File: src/rtl/uart_tx_frame.sv
// UART transmitter: one-byte holding register feeding an 8N1/8N2 shift register.
// A new byte can be accepted while the previous frame is still being sent.
module uart_tx_frame #(
    parameter int unsigned BAUD_DIV  = 434,
    parameter int unsigned STOP_BITS = 1
) (
    input  logic       clk_in,
    input  logic       reset,
    input  logic       load,
    input  logic [7:0] data_in,
    input  logic       clr_ovr,
    output logic       tx,
    output logic       busy,
    output logic       overrun
);

    localparam int unsigned CNT_W = (BAUD_DIV > 1) ? $clog2(BAUD_DIV) : 1;
    localparam logic [CNT_W-1:0] BAUD_LAST = CNT_W'(BAUD_DIV - 1);
    localparam logic [2:0] STOP_LAST = 3'(STOP_BITS - 1);

    typedef enum logic [1:0] {
        S_IDLE,
        S_START,
        S_DATA,
        S_STOP
    } state_t;

    state_t           state, state_n;
    logic [CNT_W-1:0] baud_cnt, baud_cnt_n;
    logic [2:0]       bit_idx, bit_idx_n;
    logic [7:0]       shift, shift_n;
    logic [7:0]       hold, hold_n;
    logic             pending, pending_n;
    logic             overrun_n;
    logic             tx_n;
    logic             busy_n;
    logic             bit_end;
    logic             take;
    logic             accept;
    logic             drop;

    // State and datapath registers
    always_ff @(posedge clk_in or negedge reset) begin
        if (!reset) begin
            state    <= S_IDLE;
            baud_cnt <= '0;
            bit_idx  <= '0;
            shift    <= '0;
            hold     <= '0;
            pending  <= 1'b0;
            overrun  <= 1'b0;
            tx       <= 1'b1;
            busy     <= 1'b0;
        end else begin
            state    <= state_n;
            baud_cnt <= baud_cnt_n;
            bit_idx  <= bit_idx_n;
            shift    <= shift_n;
            hold     <= hold_n;
            pending  <= pending_n;
            overrun  <= overrun_n;
            tx       <= tx_n;
            busy     <= busy_n;
        end
    end

    // Next-state, holding-register handshake and registered-output values
    always_comb begin
        state_n    = state;
        baud_cnt_n = baud_cnt + CNT_W'(1);
        bit_idx_n  = bit_idx;
        shift_n    = shift;
        take       = 1'b0;
        bit_end    = (baud_cnt == BAUD_LAST);

        case (state)
            S_IDLE: begin
                baud_cnt_n = '0;
                bit_idx_n  = '0;
                if (pending) begin
                    take    = 1'b1;
                    shift_n = hold;
                    state_n = S_START;
                end
            end
            S_START: begin
                if (bit_end) begin
                    baud_cnt_n = '0;
                    bit_idx_n  = '0;
                    state_n    = S_DATA;
                end
            end
            S_DATA: begin
                if (bit_end) begin
                    baud_cnt_n = '0;
                    shift_n    = {1'b0, shift[7:1]};
                    if (bit_idx == 3'd7) begin
                        bit_idx_n = '0;
                        state_n   = S_STOP;
                    end else begin
                        bit_idx_n = bit_idx + 3'd1;
                    end
                end
            end
            S_STOP: begin
                if (bit_end) begin
                    baud_cnt_n = '0;
                    if (bit_idx == STOP_LAST) begin
                        bit_idx_n = '0;
                        // Chain straight into the next start bit when a byte is waiting
                        if (pending) begin
                            take    = 1'b1;
                            shift_n = hold;
                            state_n = S_START;
                        end else begin
                            state_n = S_IDLE;
                        end
                    end else begin
                        bit_idx_n = bit_idx + 3'd1;
                    end
                end
            end
            default: begin
                state_n    = S_IDLE;
                baud_cnt_n = '0;
                bit_idx_n  = '0;
            end
        endcase

        accept = load & (~pending | take);
        drop   = load & pending & ~take;

        hold_n    = accept ? data_in : hold;
        pending_n = accept ? 1'b1 : (take ? 1'b0 : pending);
        overrun_n = drop ? 1'b1 : (clr_ovr ? 1'b0 : overrun);

        case (state_n)
            S_START: tx_n = 1'b0;
            S_DATA:  tx_n = shift_n[0];
            default: tx_n = 1'b1;
        endcase
        busy_n = pending_n | (state_n != S_IDLE);
    end

endmodule

File: config.mk
export PLATFORM = sky130hd
export DESIGN_NAME = uart_tx_frame
export DESIGN_NICKNAME = d
export VERILOG_FILES = /design/src/rtl/uart_tx_frame.sv
export SDC_FILE = /design/constraint.sdc
export NUM_CORES = 1
export LEC_CHECK = 0
export CORE_ASPECT_RATIO = 0.75
export CORE_MARGIN = 4
export CORE_UTILIZATION = 35
export DETAILED_ROUTE_END_ITERATION = 12
export GPL_TIMING_DRIVEN = 0
export PLACE_DENSITY_LB_ADDON = 0.05
export SLEW_MARGIN = 10
export SYNTH_ARGS = -nofsm -noshare
export SYNTH_HDL_FRONTEND = slang
export SYNTH_SLANG_ARGS = --single-unit
File: constraint.sdc
create_clock -name clk_in -period 2.8 [get_ports clk_in]
set_input_delay 0.28 -clock clk_in [delete_from_list [all_inputs] [get_ports clk_in]]
set_output_delay 0.28 -clock clk_in [all_outputs]
set_load 0.1 [all_outputs]
==> out/metrics.yaml <==
finish:
  layout.nets: 211
  syn_to_final_growth_pct: 17.75
  fin_area_sq_um: 2100
  antennaDiodeCount: 0
  drive_gt1_frac: 0.07368
  post-route-util: 0.4285
synthesis:
  yosysSeqAreaShare: 0.4779
  muxShareOfSynthArea: 0.06316
  netlist.top_cell.by_area: "dfrtp_1"
  postSynthAreaPerCell_sq_um: 10.61
  synth_ff_type: "dfrtp_1"
  synth_compound_area_frac: 0.1761
  synth.net_count: 190
  synth_adder_area_share: 0.07018
  async_reset_ff_frac: 1.000
  synth-xor-area-share: 0.02947
  ys_ff_latch: 34
  yosysMostFrequentCell: "dfrtp_1"
  synth_area_sq_um: 1783
  synth-edff-count: 0
  ys_top_cells_by_area: "dfrtp_1 (46%), ha_1 (7.0%), mux2_1 (6.3%)"
  synth_top_family_by_area: "compound AO/OA/AOI/OAI gates"
  ys.warnings.count: 0
  syn_inst: 168
  synthDominantCellAreaShare: 0.4632
  yosys.area_share.simple: 0.1439
  ys_types: 42
  synthTopCellsByCount: "dfrtp_1 (33), nor2_1 (17), inv_1 (12)"
setup_path:
  reg2reg_from: "state[0]$_DFF_PN0_"
  slowest_stage: "dfrtp_1"
  cp-end-kind: "flop"
  cp.required_ps: 2960
  arrival_ps: 2500
  start_kind: "flop"
  max_stage_delay_ps: 400
  cp-startpoint: "state[0]$_DFF_PN0_"
  crit_chain: "ha_1 > clkbuf_1 > a41oi_1 > o21ai_1 > nand2_1 > mux2_1"
  crit_fanout: 10
  crit_type: "reg -> reg"
clock_network:
  tritoncts: "done"
  clk_latency_ps: 280
  htree_levels: 2
  numClockSinks: 34
  cts_buffer_depth: 2
  ctsRootBufferMaster: "clkbuf_8"
  postCtsHoldBufs: 0
  clkTransAtPathRegs_ps: 70
  post_cts_resized: 0
  postCtsSetupBuffers: 0
  cts_buffers: 5
worst_hold_path:
  min_path_type: "in -> async"
flow_run:
  maxCapViolCount: 0
pwr:
  p_leak_nw: 0.9062
  vdd_ir_drop_max_mv: 0.2440
  powerDensity_nw_per_um2: 473.2
timing:
  tns_ps: 0
  maxSlewViolCount: 0
  maxSlewHeadroom: 0.3487
  min_period_ps: 2335
  fin_skew_ps: 7.397
  worst_slew_pin_slew_ps: 973.9
  hold_viol_final: 0
  rsz0062_at_grt: "false"
  setup_viol: 0
  fin_crit_sh: 0.8338
  max_freq_ghz: 0.4283
detailed_routing:
  routed_via_density: 5.360
  wire_per_inst_um: 14.56
  drtAntennaViolNets: 0
  routed_wl_mm: 3.639
  routed-via-count: 1340
  first_pass_iters: 4
  drtIter0Drc: 75
  drc_errors: 0
global_routing:
  grt_max_degree: 35
  grt_remaining_overflow: 0
  antenna_found_initial: 0
  grt_usage: 0.1227
  grt_pass1_vias: 1257
  grt_pass1_wl_mm: 6.154
floorplan:
  die_h_um: 69.81
  start_util: 0.3639
  die_x_um: 90.42
  die_area_sq_um: 6312
  coreArea_sq_um: 4900
  io_pins: 15
  num_rows: 22
placement:
  hpwlAfterDp_mm: 2.619
  place_area_sq_um: 1993
  gp_congestion: 0.8061
  port_buffers: 14
status:
  outcome: "complete, no violations"
==> critical path: cells and delay by family, from the launching register on <==
family,cells,cell delay (ps)
AO/OA/AOI/OAI,2,570
adder cells (fa/ha/maj),1,160
buffers and inverters,1,370
flip-flops,1,400
multiplexers,1,400
AND/OR/NAND/NOR,1,320
==> where the power goes <==
part / total (mW) / leakage (nW) / switching, mW / internal, mW
clock: 0.435 / 0.0524 / 0.169 / 0.266
sequential: 0.514 / 0.430 / 0.00839 / 0.506
combinational: 0.0448 / 0.424 / 0.0229 / 0.0219
==> per-stage QoR <==
stage / power, mW / worst slack (ps) / std cells / hold WS [ps]
final: 0.9936 / 465.5 / 250 / 68.65
after global routing: 1.034 / 254.6 / 250 / 148.6
after CTS: 1.012 / 424.1 / 250 / 101.3
after detailed placement: 0.5698 / 439.3 / 242 / 410.1
after global placement: 0.5687 / 490.1 / 242 / 474.6
after floorplan: 0.5380 / 798.0 / 168 / -15.59
==> cell type report <==
class / instances / area (sq um)
timing repair buffer: 14 / 135.1
fill: 500 / 2800
sequential: 34 / 852.1
tap: 60 / 75.07
multi-input combinational: 116 / 860.8
clock buffer: 7 / 76.32
clock inverter: 1 / 30.03
buffer: 6 / 25.02
inverter: 12 / 45.04
==> routing by layer <==
metal  wire length (um)  global-route usage
met3                183             0.04013
met5                  0                   0
met1               1954              0.1847
met2               1461              0.1623
met4                 39             0.04075
==> final timing paths <==
| check | end | slack [ps] | depth (start not counted) |
|---|---|---|---|
| setup / recovery | hold[4]$_DFFE_PN0P_ | 470 | 6 |
| hold / removal | baud_cnt[6]$_DFF_PN0_ | 70 | 1 |
| setup reg to reg | hold[4]$_DFFE_PN0P_ | 470 | 6 |
| hold reg to reg | baud_cnt[0]$_DFF_PN0_ | 490 | 1 |
| max in group asynchronous | baud_cnt[2]$_DFF_PN0_ | 2240 | 1 |
| min in group clk_in | baud_cnt[0]$_DFF_PN0_ | 490 | 1 |
==> cells in the final DEF, fill, tap and decap left out, types with 3 or more instances in the layout <==
master / netlist / routed
dfrtp_1: 33 / 33
buf_2: 2 / 3
nand3_1: 5 / 5
a32o_1: 7 / 7
nand2_1: 9 / 9
nor2b_1: 3 / 3
xor2_1: 3 / 3
ha_1: 10 / 10
clkbuf_1: 4 / 6
clkbuf_8: 0 / 5
o21ai_0: 5 / 5
o21ai_1: 3 / 3
a22o_1: 6 / 6
clkdlybuf4s50_1: 0 / 13
inv_1: 12 / 12
mux2_1: 10 / 10
nor2_1: 17 / 17
a21oi_1: 3 / 3
xnor2_1: 3 / 3
==> kinds of logic (layout without fill, tap and decap cells) <==
kind of cell	after synthesis	after routing
XOR/XNOR	6	6
buffers and inverters	18	40
flip-flops	34	34
adder cells (fa/ha/maj)	10	10
AND/OR/NAND/NOR	50	50
AO/OA/AOI/OAI	40	40
multiplexers	10	10
==> state kept, by name, indices dropped and copies added, names as in the netlist <==
register  flops
busy          1
state         2
baud_cnt      9
bit_idx       3
pending       1
hold          8
shift         8
overrun       1
tx            1
(Power assumes the default switching activity.)
